$ cat config.mk
export PLATFORM = sky130hd
export DESIGN_NAME = rx_cpu_ctrl
export DESIGN_NICKNAME = d
export VERILOG_FILES = /design/src/rtl/rx_ctrl_pkg.sv /design/src/rtl/rx_wait_timer.sv /design/src/rtl/rx_cpu_ctrl.sv
export SDC_FILE = /design/constraint.sdc
export NUM_CORES = 1
export LEC_CHECK = 0
export ABC_AREA = 1
export CAP_MARGIN = 5
export CORE_AREA = 2 2 102 104
export CTS_CLUSTER_SIZE = 40
export DETAILED_ROUTE_END_ITERATION = 16
export DIE_AREA = 0 0 104 106
export GPL_TIMING_DRIVEN = 0
export PLACE_DENSITY_LB_ADDON = 0.05
export REMOVE_ABC_BUFFERS = 1
export SETUP_SLACK_MARGIN = 0.1
export SLEW_MARGIN = 10
export SYNTH_ARGS = -nofsm -noshare
export SYNTH_HDL_FRONTEND = slang
export SYNTH_SLANG_ARGS = --single-unit
$ cat constraint.sdc
create_clock -name clk -period 3.06 [get_ports clk]
set_input_delay 0.306 -clock clk [delete_from_list [all_inputs] [get_ports clk]]
set_output_delay 0.306 -clock clk [all_outputs]
set_load 0.02 [all_outputs]
$ cat src/rtl/rx_ctrl_pkg.sv
// Shared constants for the RX CPU controller: register map, FSM encoding,
// STATUS/CTRL bit positions and the default DATA-read wait bound.
package rx_ctrl_pkg;

  localparam logic [1:0] ADDR_DATA   = 2'd0;
  localparam logic [1:0] ADDR_STATUS = 2'd1;
  localparam logic [1:0] ADDR_CTRL   = 2'd2;
  localparam logic [1:0] ADDR_RSVD   = 2'd3;

  typedef enum logic [1:0] {
    S_IDLE    = 2'd0,
    S_WAIT    = 2'd1,
    S_ACK     = 2'd2,
    S_RELEASE = 2'd3
  } state_t;

  localparam int STS_NEMPTY   = 0;
  localparam int STS_FULL     = 1;
  localparam int STS_FIFO     = 2;
  localparam int STS_UNDERRUN = 3;
  localparam int STS_IRQ      = 4;

  localparam int CTRL_IRQ_EN      = 0;
  localparam int CTRL_IRQ_ON_FULL = 1;

  localparam int DEF_TIMEOUT_W = 16;
  localparam int DEF_TIMEOUT   = 1000;

endpackage

$ cat src/rtl/rx_wait_timer.sv
// Wait counter for starved DATA reads: clear has priority over enable,
// terminal-count flag is high while the count equals TIMEOUT-1.
module rx_wait_timer #(
  parameter int TIMEOUT_W = 16,
  parameter int TIMEOUT   = 1000
) (
  input  logic clk,
  input  logic reset,
  input  logic i_clr,
  input  logic i_en,
  output logic o_tc
);

  localparam logic [TIMEOUT_W-1:0] TC_VAL = TIMEOUT_W'(TIMEOUT - 1);

  logic [TIMEOUT_W-1:0] r_cnt;

  always_ff @(posedge clk) begin
    if (reset) begin
      r_cnt <= '0;
    end else if (i_clr) begin
      r_cnt <= '0;
    end else if (i_en) begin
      r_cnt <= r_cnt + 1'b1;
    end
  end

  assign o_tc = (r_cnt == TC_VAL);

endmodule

$ cat src/rtl/rx_cpu_ctrl.sv
// CPU-side controller for the RX staging buffer: decodes DATA/STATUS/CTRL accesses,
// stalls DATA reads until data is staged (bounded), pops the buffer and raises a level irq.
module rx_cpu_ctrl
  import rx_ctrl_pkg::*;
#(
  parameter int TIMEOUT_W = DEF_TIMEOUT_W,
  parameter int TIMEOUT   = DEF_TIMEOUT
) (
  input  logic        clk,
  input  logic        reset,
  input  logic        bus_req,
  input  logic        bus_rnw,
  input  logic [1:0]  bus_addr,
  input  logic        bus_uds,
  input  logic        bus_lds,
  input  logic [15:0] bus_wdata,
  output logic [15:0] bus_rdata,
  output logic        bus_ack,
  input  logic [15:0] buf_q,
  input  logic        buf_empty,
  input  logic        buf_full,
  input  logic        fifo_has_data,
  output logic        buf_rd_byte,
  output logic        buf_rd_word,
  output logic        irq
);

  state_t      r_state;
  state_t      w_next;

  logic [15:0] r_rdata;
  logic        r_ack;
  logic        r_rd_byte;
  logic        r_rd_word;
  logic        r_irq;
  logic [1:0]  r_ctrl;
  logic        r_underrun;
  logic        r_sts_rd;

  logic        w_word;
  logic        w_any;
  logic        w_data_rd;
  logic        w_avail;
  logic [15:0] w_data_val;
  logic [15:0] w_status;
  logic [15:0] w_reg_rdata;
  logic [15:0] w_rdata_nxt;
  logic        w_pop_word;
  logic        w_pop_byte;
  logic        w_ctrl_we;
  logic        w_sts_rd;
  logic        w_set_ur;
  logic        w_clr_ur;
  logic        w_tc;
  logic        w_unused_wdata;

  assign w_unused_wdata = ^bus_wdata[15:2];

  assign w_word     = bus_uds & bus_lds;
  assign w_any      = bus_uds | bus_lds;
  assign w_data_rd  = bus_rnw && (bus_addr == ADDR_DATA) && w_any;
  assign w_avail    = w_word ? buf_full : !buf_empty;
  // A byte read always takes the upper byte, mirrored onto both lanes.
  assign w_data_val = w_word ? buf_q : {buf_q[15:8], buf_q[15:8]};

  always_comb begin
    w_status               = '0;
    w_status[STS_NEMPTY]   = !buf_empty;
    w_status[STS_FULL]     = buf_full;
    w_status[STS_FIFO]     = fifo_has_data;
    w_status[STS_UNDERRUN] = r_underrun;
    w_status[STS_IRQ]      = r_irq;
  end

  always_comb begin
    w_reg_rdata = '0;
    unique case (bus_addr)
      ADDR_STATUS: w_reg_rdata = w_status;
      ADDR_CTRL:   w_reg_rdata = {14'd0, r_ctrl};
      default:     w_reg_rdata = '0;
    endcase
  end

  always_comb begin
    w_next      = r_state;
    w_rdata_nxt = '0;
    w_pop_word  = 1'b0;
    w_pop_byte  = 1'b0;
    w_ctrl_we   = 1'b0;
    w_sts_rd    = 1'b0;
    w_set_ur    = 1'b0;
    w_clr_ur    = 1'b0;
    unique case (r_state)
      S_IDLE: begin
        if (bus_req) begin
          if (w_data_rd) begin
            if (w_avail) begin
              w_next      = S_ACK;
              w_rdata_nxt = w_data_val;
              w_pop_word  = w_word;
              w_pop_byte  = !w_word;
            end else begin
              w_next = S_WAIT;
            end
          end else begin
            w_next = S_ACK;
            if (bus_rnw && w_any) w_rdata_nxt = w_reg_rdata;
            w_ctrl_we = !bus_rnw && (bus_addr == ADDR_CTRL) && bus_lds;
            w_sts_rd  = bus_rnw && (bus_addr == ADDR_STATUS) && w_any;
          end
        end
      end
      S_WAIT: begin
        if (w_avail) begin
          w_next      = S_ACK;
          w_rdata_nxt = w_data_val;
          w_pop_word  = w_word;
          w_pop_byte  = !w_word;
        end else if (w_tc) begin
          w_next   = S_ACK;
          w_set_ur = 1'b1;
        end
      end
      S_ACK: begin
        w_next   = S_RELEASE;
        w_clr_ur = r_sts_rd;
      end
      S_RELEASE: begin
        if (!bus_req) w_next = S_IDLE;
      end
      default: w_next = S_IDLE;
    endcase
  end

  always_ff @(posedge clk) begin
    if (reset) begin
      r_state    <= S_IDLE;
      r_rdata    <= '0;
      r_ack      <= 1'b0;
      r_rd_byte  <= 1'b0;
      r_rd_word  <= 1'b0;
      r_irq      <= 1'b0;
      r_ctrl     <= '0;
      r_underrun <= 1'b0;
      r_sts_rd   <= 1'b0;
    end else begin
      r_state   <= w_next;
      r_ack     <= (w_next == S_ACK);
      r_rd_word <= w_pop_word;
      r_rd_byte <= w_pop_byte;
      if (w_next == S_ACK) begin
        r_rdata  <= w_rdata_nxt;
        r_sts_rd <= w_sts_rd;
      end
      if (w_ctrl_we) r_ctrl <= bus_wdata[1:0];
      if (w_set_ur) begin
        r_underrun <= 1'b1;
      end else if (w_clr_ur) begin
        r_underrun <= 1'b0;
      end
      r_irq <= r_ctrl[CTRL_IRQ_EN] &
               (r_ctrl[CTRL_IRQ_ON_FULL] ? buf_full : (!buf_empty | r_underrun));
    end
  end

  // Counter is zeroed on every edge that does not stay in (or enter) WAIT.
  rx_wait_timer #(
    .TIMEOUT_W (TIMEOUT_W),
    .TIMEOUT   (TIMEOUT)
  ) u_timer (
    .clk   (clk),
    .reset (reset),
    .i_clr (w_next != S_WAIT),
    .i_en  (r_state == S_WAIT),
    .o_tc  (w_tc)
  );

  assign bus_rdata   = r_rdata;
  assign bus_ack     = r_ack;
  assign buf_rd_byte = r_rd_byte;
  assign buf_rd_word = r_rd_word;
  assign irq         = r_irq;

endmodule

-- After elaboration in Yosys (flattened, before gate mapping)
Cells that the tools add are included.
- register bits after elaboration: 42
- bits of input ports: 43
- output and inout bits: 20
- word-level logic and storage cells: 73
- $add $sub $neg: 1
- eq/ne operators: 8
- muxes and demuxes: 36
- bitwise logic cells: 4
- reductions and logical operators: 14
- operators by type and width (operator ; number):
    16-bit 2-to-1 mux ; 4
    16-bit one-hot mux with 2 select lines ; 1
    1-bit 2-to-1 mux ; 20
    16-bit by 1-bit adder with 16-bit output, second input constant ; 1
    16-bit by 10-bit equality test with 1-bit output, second input constant ; 1
    2-bit 2-to-1 mux ; 6
    5-bit one-hot mux with 2 select lines ; 1
    2-bit equality test, second input constant ; 4
    8-bit 2-to-1 mux ; 1
    2-bit one-hot mux with 4 select lines ; 1
    1-bit logical AND ; 7
    2-bit by 1-bit equality test with 1-bit output, second input constant ; 2
    2-bit logical NOT ; 2
    1-bit one-hot mux with 2 select lines ; 2
    1-bit logical NOT ; 3
    1-bit AND ; 2
    2-bit by 1-bit != test with 1-bit output, second input constant ; 1
    1-bit bitwise OR ; 2
    2-bit nonzero test ; 1
    2-bit OR reduction ; 1

-- Longest topological paths before layout
Gate-level depths: netlist of the first run.
- depth in word-level cells: 8
- depth in mapped cells: 13
- gate-level depth less buffers: 12

-- By module
A second synthesis of the first run with hierarchy kept.
- cells, all modules: 329
- area, all modules: 2318.5 µm²
- modules (own cells, without submodules) (module ; instances ; cells an instance ; area an instance (µm²) ; sequential area each (µm²)):
    rx_cpu_ctrl ; 1 ; 192 ; 1420.1 ; 520.5
    rx_wait_timer ; 1 ; 137 ; 898.4 ; 320.3

-- Least setup slack after synthesis of the first run
Ideal clock, no wire load.
- kind: reg-to-reg
- from: register u_timer.r_cnt[0]
- to: register r_rdata[10], in the netlist bus_rdata[10]
- library setup time: 115 ps
- arrival: 1478 ps
- required time: 2945 ps
- path slack: 1467 ps
- cell stages (with the launch flop): 12
- path buffers: 1
- clock period less this slack: 1593 ps
- cells stage by stage: dfxtp_1 > ha_1 > nand3_1 > nor2_1 > nand2_1 > nand2_1 > nand2_1 > nand2_2 > buf_2 > nand3_1 > nand2_1 > nor2_1
- cells in the longest elaborated chain, start to end: 5
- RTL lines (what ; RTL line ; RTL):
    start: declaration ; rx_wait_timer.sv:16 ; logic [TIMEOUT_W-1:0] r_cnt;
    start signal: assignment ; rx_wait_timer.sv:24 ; r_cnt <= r_cnt + 1'b1;
    16-bit by 10-bit equality test with 1-bit output ; rx_wait_timer.sv:28 ; assign o_tc = (r_cnt == TC_VAL);
    2-bit 2-to-1 mux ; rx_cpu_ctrl.sv:119 ; end else if (w_tc) begin
    2-bit 2-to-1 mux ; rx_cpu_ctrl.sv:114 ; if (w_avail) begin
    2-bit one-hot mux with 4 select lines ; rx_cpu_ctrl.sv:93 ; unique case (r_state)
    2-bit equality test ; rx_cpu_ctrl.sv:151 ; if (w_next == S_ACK) begin
    end signal: assignment ; rx_cpu_ctrl.sv:152 ; r_rdata <= w_rdata_nxt;
    end: declaration ; rx_cpu_ctrl.sv:31 ; logic [15:0] r_rdata;
No other way between the ends.
A chain may end at the register's enable or synchronous reset.

-- Worst setup path in the final report of the first run
- from: input bus_lds
- to: register r_sts_rd
- cells in the longest elaborated chain, start to end: 7
- elaborated cells on any way between the ends: 14
- classes of those cells: 1 x eq/ne; 9 x mux; 2 x bitwise; 2 x reduce/logical
- RTL lines (what ; RTL line ; RTL):
    start: declaration ; rx_cpu_ctrl.sv:15 ; input logic bus_lds,
    1-bit AND ; rx_cpu_ctrl.sv:59 ; assign w_word = bus_uds & bus_lds;
    1-bit 2-to-1 mux ; rx_cpu_ctrl.sv:62 ; assign w_avail = w_word ? buf_full : !buf_empty;
    2-bit 2-to-1 mux ; rx_cpu_ctrl.sv:97 ; if (w_avail) begin
    2-bit 2-to-1 mux ; rx_cpu_ctrl.sv:96 ; if (w_data_rd) begin
    2-bit 2-to-1 mux ; rx_cpu_ctrl.sv:95 ; if (bus_req) begin
    2-bit one-hot mux with 4 select lines ; rx_cpu_ctrl.sv:93 ;
    2-bit equality test ; rx_cpu_ctrl.sv:151 ;
    end signal: assignment ; rx_cpu_ctrl.sv:153 ; r_sts_rd <= w_sts_rd;
    end: declaration ; rx_cpu_ctrl.sv:38 ; logic r_sts_rd;
Several ways; a longest one is shown, not always the timed one.

==> flow_summary.json, run 1 <==
{
  "worstHoldStart": "r_ctrl[0]",
  "grt_usage_pct": 12.2,
  "synth_warnings": 0,
  "placementRows": 37,
  "gp_congestion": 0.724,
  "antenna_cells": 0,
  "numCtsBuffers": 5,
  "die_height_um": 106,
  "fin_area_um2": 3080,
  "crit_type": "input port to register",
  "clk_pin_slew_ns": 0.08,
  "hold_class": "register to register",
  "path_delay_family": "simple AND/OR/NAND/NOR gates",
  "drc": 0,
  "totalWireLength_um": 6320,
  "max_slew_margin_pct": 40.5,
  "num-fill-cells": 1152,
  "post_cts_buffers": 0,
  "setup_violations": 0,
  "async_flop_share_pct": 0,
  "grt_util_met2_pct": 21.5,
  "max_freq_mhz": 405,
  "final-hold-violation-count": 0,
  "path_common_cell": "nand2_2",
  "synth_top_area_share_pct": 35.0,
  "crit_buf_inv": 2,
  "p_per_area_nw_per_um2": 463,
  "portBuffers": 48,
  "critPathLaunchType": "input port",
  "drtAntennaViolNets": 0,
  "r2r_cells": 10,
  "root_buffer": "clkbuf_8",
  "yosys.area.top_type": "dfxtp_1",
  "clk_path_buf_depth": 2,
  "layout-drive-gt1-share_pct": 11.5,
  "synth.distinct_cells": 32,
  "worstPathRequired_ns": 3.30,
  "cts.sinks": 42,
  "r2r-start": "r_state[0]",
  "drt_pre_antenna_iters": 4,
  "ios": 63,
  "place_area_um2": 2980,
  "fp.dieArea_um2": 11000,
  "ys_seq_elements": 42,
  "die_w_um": 104,
  "yosysSeqAreaShare_pct": 35.0,
  "yosysMostFrequentCell": "nand2_1",
  "path_cells": "clkdlybuf4s50_1 -> nand2_2 -> inv_2 -> nand2_2 -> nand2_4 -> nor2_4 -> a21oi_4 -> nand2_2 -> nor2_1 -> nand2_1 -> nand2_1",
  "syn_area_um2": 2400,
  "met3_usage_pct": 2.33,
  "setup_tns_ns": 0,
  "p_total_mw": 1.42,
  "vias_per_cell": 4.14,
  "grt_pass1_wl_um": 10700,
  "core_um2": 10000,
  "antenna_found_initial": 0,
  "end_kind": "register",
  "netlist_top_cells_area": "dfxtp_1 (35%), nand2_1 (14%), nor2_1 (8.0%)",
  "ir_drop_v": 0.000154,
  "grtUsageMet1_pct": 14.9,
  "synth_ff_type": "dfxtp_1",
  "status": "completed",
  "final_nets": 437,
  "start_util_pct": 24.0,
  "min_path_cells": 2,
  "busiest_layer": "met2",
  "hold_end": "r_ctrl[0]",
  "rsz0062_at_grt": "false",
  "final.setup_skew_ns": 0.00486,
  "synth.avg_cell_area_um2": 6.96,
  "grt_overflow": 0,
  "slowest_delay_ns": 0.58,
  "cts_tree": "yes",
  "worstReg2RegEnd": "u_timer.r_cnt[10]",
  "wl_per_cell_um": 12.0,
  "ctsHoldBuffers": 0,
  "drtIter0Drc": 41,
  "p_leak_nw": 1.21,
  "worstMarginPinSlew_ns": 0.889,
  "min_period_ns": 2.47,
  "timing.max_cap.violations": 0,
  "arrival_ns": 2.71,
  "multiInputGateArea_um2": 1350,
  "r2r_setup_slack_ns": 0.60,
  "grt_pass1_vias": 2193,
  "dpl.hpwl_um": 4700,
  "finalCritPeriodShare_pct": 80.6,
  "area_growth_pct": 28.1,
  "synthCells": 345,
  "cts-htree-levels": 2,
  "drv_slew": 0,
  "via_count": 2181,
  "synth_enable_flop_cells": 0,
  "grt_max_degree": 22,
  "cpMaxStageDelayCell": "clkdlybuf4s50_1",
  "clk_latency_ns": 0.30,
  "path_max_fanout": 21,
  "synth_commonest_cells": "nand2_1 (90), nor2_1 (51), dfxtp_1 (42), inv_1 (30), nand3_1 (29)",
  "seq_area_um2": 841
}
per-layer routing:
| layer | wire, um | vias up |
|---|---|---|
| li1 | - | 1165 |
| met1 | 2990 | 980 |
| met2 | 3090 | 31 |
| met3 | 176 | 5 |
| met4 | 70 | 0 |
| met5 | 0 | - |
cell type report:
| type | instances | share of cell area [%] |
|---|---|---|
| well taps | 136 | 5.53 |
| clock buffers | 7 | 2.81 |
| clock inverters | 1 | 0.163 |
| inverters | 37 | 4.52 |
| repair buffers | 48 | 15.6 |
| flip-flops and latches | 42 | 27.3 |
| multi-input cells | 256 | 44.0 |
placed cells by master, fill, tap and decap left out:
master           synthesis  routed
ha_1                     4       4
clkinv_2                 0       1
inv_1                   30      30
nor3_2                   1       1
nand3_1                 29      29
o21ai_1                  3       3
a21oi_4                  0       1
o21ai_0                  7       7
nor3b_1                  1       1
dfxtp_1                 42      42
nor2_1                  51      51
xor2_1                   9       9
nor2_2                   4       4
nand4_1                  1       1
a21boi_4                 1       1
a2111oi_0                1       1
xnor2_1                  2       2
o211ai_1                 2       2
nor3_1                   4       4
nand3_2                  1       1
clkdlybuf4s50_1          0      48
nand2_4                  2       2
nand3b_1                 2       2
nand2_1                 90      90
nor2_4                  11      11
clkbuf_1                 0       1
clkbuf_8                 0       6
nand3_4                  1       1
a21oi_1                 19      19
nand2_2                  8       8
inv_2                    7       7
nand4_4                  1       1
how the worst max path moves through the flow:
stage,to,from,slack (ns),depth (start not counted)
CTS,r_sts_rd,bus_lds,0.21,11
detailed placement,r_sts_rd,bus_lds,-0.09,11
finish,r_sts_rd,bus_lds,0.59,11
global placement,r_sts_rd,bus_lds,-0.13,11
global route,r_sts_rd,r_state[0],0.28,8
floorplan,r_sts_rd,u_timer.r_cnt[0],1.09,9
power by group:
group          total [mW]  internal [mW]  switching [mW]
combinational       0.421          0.173           0.248
sequential          0.612          0.590          0.0225
clock               0.389          0.183           0.207
total                1.42          0.945           0.477
sequential cells by signal, indices dropped and copies added (netlist names):
register       cells
buf_rd_byte        1
r_sts_rd           1
r_ctrl             2
u_timer.r_cnt     16
bus_ack            1
irq                1
r_underrun         1
buf_rd_word        1
r_state            2
bus_rdata         16
through the flow:
stage          utilization (%)  worst slack (ns)  hold WS (ns)  instances
2_1_floorplan                -              1.09         0.375        335
6_report                  30.8             0.593         0.484        527
3_3_place_gp              29.8            -0.126         0.463        519
5_1_grt                   30.8             0.276         0.511        527
3_5_place_dp              29.8           -0.0884         0.469        519
4_1_cts                   30.7             0.213         0.490        527
cells by family (layout without fill, tap and decap cells):
family / Yosys count / in the layout / share of synthesized area, %
AOI/OAI and AO/OA: 34 / 34 / 8.18
xor gates and xnor gates: 11 / 11 / 4.01
adders and majority gates: 4 / 4 / 2.08
buffers and inverters: 47 / 93 / 8.91
DFF: 42 / 42 / 35.0
and+or+nand+nor: 207 / 207 / 41.8
worst register-to-register path, stage by stage, from the launching register on:
cell,delay (ns)
dfxtp_1,0.39
inv_2,0.06
nor2_1,0.67
inv_1,0.26
nor2_4,0.22
nand2_1,0.07
nand3_1,0.07
nand2_1,0.06
inv_2,0.11
nand3_4,0.29
nor2_1,0.19
timing repair:
action,CTS,global route
endpoints found under the hold margin,0,0
gates resized for setup,0,1
endpoints found under the setup margin,0,7
No activity file was read; power rests on OpenSTA's default activity.
==> run 2: changes to the inputs <==
==> constraint.sdc (replaced) <==
create_clock -name clk -period 2.05 [get_ports clk]
set_input_delay 0.205 -clock clk [delete_from_list [all_inputs] [get_ports clk]]
set_output_delay 0.205 -clock clk [all_outputs]
set_load 0.02 [all_outputs]
==> flow_summary.json, run 2 (same netlist as run 1, synthesis figures left out) <==
{
  "rsz0062_at_grt": "true",
  "via_count": 2265,
  "hold_class": "input port to register",
  "cts_tree": "yes",
  "core_um2": 10000,
  "max_freq_mhz": 544,
  "cpMaxStageDelayCell": "clkdlybuf4s50_1",
  "timing.max_cap.violations": 0,
  "grt_overflow": 0,
  "crit_type": "input port to register",
  "final_nets": 453,
  "totalWireLength_um": 6850,
  "grt_max_degree": 22,
  "grt_usage_pct": 13.0,
  "p_per_area_nw_per_um2": 674,
  "clk_latency_ns": 0.30,
  "ios": 63,
  "num-fill-cells": 1140,
  "layout_common_cells": "nand2_1 (88), nor2_1 (47), clkdlybuf4s50_1 (47)",
  "die_height_um": 106,
  "slowest_delay_ns": 0.59,
  "wl_per_cell_um": 12.6,
  "drtAntennaViolNets": 0,
  "worstMarginPinSlew_ns": 0.775,
  "final-hold-violation-count": 0,
  "final_util_pct": 32.8,
  "critPathLaunchType": "input port",
  "start_util_pct": 24.0,
  "cts-htree-levels": 2,
  "max_slew_margin_pct": 48.3,
  "grt_pass1_vias": 2238,
  "drtIter0Drc": 49,
  "crit_buf_inv": 2,
  "clk_pin_slew_ns": 0.09,
  "final.setup_skew_ns": 0.00439,
  "drc": 0,
  "area_growth_pct": 36.7,
  "vias_per_cell": 4.17,
  "layout-drive-gt1-share_pct": 17.0,
  "path_cells": "clkdlybuf4s50_1 -> nand2_4 -> nand2_2 -> nand2_2 -> nand3_2 -> nand2_1 -> a21oi_4 -> buf_4 -> nand3_1 -> nand2_1 -> nor2_1",
  "end_kind": "register",
  "path_delay_family": "simple AND/OR/NAND/NOR gates",
  "gp_congestion": 0.724,
  "arrival_ns": 2.03,
  "status": "completed",
  "placementRows": 37,
  "path_max_fanout": 10,
  "grt_pass1_wl_um": 11300,
  "numCtsBuffers": 5,
  "layout_commonest_cell": "nand2_1",
  "finalCritPeriodShare_pct": 89.7,
  "cts.sinks": 42,
  "dpl.hpwl_um": 4700,
  "portBuffers": 48,
  "antenna_found_initial": 0,
  "p_leak_nw": 1.33,
  "root_buffer": "clkbuf_8",
  "setup_violations": 0,
  "drt_pre_antenna_iters": 4,
  "die_w_um": 104,
  "min_period_ns": 1.84,
  "ir_drop_v": 0.000215,
  "antenna_cells": 0,
  "clk_path_buf_depth": 2,
  "worstPathRequired_ns": 2.24,
  "fp.dieArea_um2": 11000,
  "setup_tns_ns": 0,
  "drv_slew": 0
}
[run 2: cell types whose count changed in the layout (fill, tap and decap cells not counted), moves of 2 or more]
cell,before,now
buf_4,0,12
nand2_4,2,6
nor2_1,51,47
nor2_4,11,14
buf_12,0,2
dfxtp_1,42,40
dfxtp_2,0,2
nand2_1,90,88
[run 2: timing repair]
item	CTS	global route
pin swaps	2	4
hold buffers	0	0
endpoints found under the setup margin	35	34
resized for setup	11	7
setup buffers	4	10
cloned	2	0
[run 2: path summary, 6_finish.rpt]
| check | startpoint | end | slack [ns] | cells after the start |
|---|---|---|---|---|
| worst max-delay path | bus_uds | bus_rdata[14] | 0.21 | 11 |
| worst min-delay path | bus_lds | buf_rd_byte | 0.44 | 4 |
| worst min register to register | r_ctrl[0] | r_ctrl[0] | 0.48 | 2 |
| worst max register to register | u_timer.r_cnt[0] | bus_rdata[14] | 0.23 | 11 |
[run 2: per-stage QoR]
stage / setup WS [ns] / instances / instance area [um2] / power, mW / hold WS [ns]
2_1_floorplan: 0.0797 / 335 / 2330 / 1.31 / 0.274
6_report: 0.210 / 543 / 3280 / 2.21 / 0.439
5_1_grt: 0.0561 / 543 / 3280 / 2.36 / 0.466
3_5_place_dp: -0.997 / 519 / 2980 / 1.57 / 0.469
3_3_place_gp: -1.04 / 519 / 2980 / 1.57 / 0.463
4_1_cts: 0.0990 / 533 / 3170 / 2.22 / 0.474
[run 2: power breakdown]
part / leakage (nW) / internal, mW / switching [mW]
registers: 0.343 / 0.880 / 0.0353
clock network: 0.0482 / 0.273 / 0.306
logic: 0.939 / 0.311 / 0.408
total: 1.33 / 1.46 / 0.749
[run 2: area by class of cell]
| type | instances | area, um2 | share of cell area, % |
|---|---|---|---|
| multi-input combinational | 258 | 1430 | 43.4 |
| inverter | 37 | 139 | 4.23 |
| timing repair buffer | 62 | 613 | 18.7 |
| sequential | 42 | 843 | 25.7 |
| clock buffer | 7 | 86.3 | 2.63 |
| tap | 136 | 170 | 5.18 |
| clock inverter | 1 | 5.00 | 0.152 |
[run 2: per-layer routing]
metal	vias up	global-route usage [%]	wire, um	share of wire, %
met1	1020	16.0	3210	47
met3	6	2.76	231	3.4
met5	-	0	0	0
li1	1201	-	-	-
met2	38	22.6	3320	48
met4	0	4.25	94	1.4
[run 2: worst min-delay path, stage by stage]
cell and delay [ns]:
dlymetal6s2s_1 0.20, nand2_4 0.14, nand2_4 0.07, nor2_1 0.09
==> RTL edit: new RTL, settings of run 2 <==
Put one more register stage on the output `irq`. The value now appears one clock later. The other outputs are not delayed to match.
--- a/src/rtl/rx_cpu_ctrl.sv
+++ b/src/rtl/rx_cpu_ctrl.sv
@@ -181,3 +181,5 @@
   assign buf_rd_word = r_rd_word;
-  assign irq         = r_irq;
+  always_ff @(posedge clk) begin
+    irq <= r_irq;
+  end
 
Formal check against the unedited RTL: not equivalent (a bounded check fails within 4 cycles, from zero or initial values and one cycle with reset high).
==> RTL edit against run 2 <==
Sequential cell count grew 1. Synthesized area grew 0.83%. Critical path depth grew 1. Non-clock buffer count is the same. Routed wire length grew 1.8%. Worst hold slack lost 0.083 ns. Die area is the same. Sequential power grew 2%. Critical path type unchanged. Final area grew 2.0%. Setup slack gained 0.018 ns. Via count grew 1.5%. Total power grew 4.0%. Utilization grew 0.65 points.
==> RTL edit: results (changes against run 2) <==
** Routing
- Count of vias placed by the detailed router :: 2299 (+1.5%)
- The met2 routed wirelength was 3560 µm (+7.1%).
- Ratio of routed vias to standard cells :: 4.22 (+1.1%)
- The met3 layer wire length in the routed design is 236 µm (+2.2%).
- The starting DRC count in detailed routing was 60 (+22%).
- The wire length on met1 is 3100 µm (-3.2%).

** Placed design
- Placement Setup Slack :: -1.02 ns (-0.0240 ns)
- DP Wirelength :: 4700 µm (about the same)
- The number of instances in the placed design is 520 (+0.19%).
- The routability-driven placement congestion ratio came to 0.709 (-2.1%).
- Total cell area at the placement stage :: 3000 µm² (+0.67%)

** Power
- The switching power of the nets came to 766 µW (+2.3%).
- Largest vdd supply drop :: 252 µV (+17%)
- The static power due to leakage was 0.00136 µW (+2.5%).

** Synth
- The share of the synthesized area in compound gates (AO/OA/AOI/OAI) is 8.11% (-0.068 points).
- The arithmetic-cell share of the synthesized area counting full adders, half adders and majority gates came to 2.07% (-0.017 points).
- The count of mapped cells out of synthesis came to 346 (+0.29%).
- Sorting the synthesized cells by area gives the leading types as dfxtp_1, nand2_1, nor2_1, nand3_1, nor2_4.
- The sequential cell area fraction in the yosys report was 35.6% (+0.54 points).
- The xor/xnor cell area share of the yosys netlist came to 3.98% (-0.033 points).

** Worst setup path
- Delay contributed by the slowest stage of the critical path :: 0.48 ns (-0.11 ns)

** Cells and area
- The fraction of final layout cells sized beyond drive strength 1 was 17.8% (+0.90 points).
- The count of filler cells inserted in the layout was 1131 (-0.79%).
- The share of the core filled with cells in the final layout was 33.5% (+0.65 points).
- The final net count was 455 (+0.44%).

** Outcome
- The run finished with clean final reports.

** Clocking
- The number of resized instances in the post-cts repair step came to 10 (-1).

** GRT
- The number of global-route vias before repair is 2234 (-0.18%).
- The routing usage on met2 is 23.0% (+0.42 points).
- GRT met3 Usage :: 2.70% (-0.061 points)
RTL edit: power groups by stage:
stage | Sequential, µW | Combinational [µW] | Clock, µW
final | 935 | 747 | 618
after global placement | 953 | 641 | 0
after floorplan | 1020 | 303 | 0
after CTS | 938 | 692 | 645
after global routing | 946 | 819 | 679
after detailed placement | 955 | 638 | 0
RTL edit: final timing paths:
check	startpoint	endpoint	slack [ns]	depth (start not counted)
min reg2reg	r_irq$_SDFF_PP0_	irq$_DFF_P_	0.36	0
max reg2reg	u_timer.r_cnt[0]$_SDFFE_PP0P_	bus_rdata[14]$_SDFFE_PP0N_	0.23	11
min	r_irq$_SDFF_PP0_	irq$_DFF_P_	0.36	0
max	bus_addr[0]	bus_rdata[14]$_SDFFE_PP0N_	0.23	12
RTL edit: area by class of cell:
cell class | instances | share of cell area (%)
clock buffer | 8 | 2.99
inverter | 37 | 4.15
multi-input combinational | 259 | 43.5
sequential | 43 | 25.8
tap | 136 | 5.08
timing repair buffer | 62 | 18.5
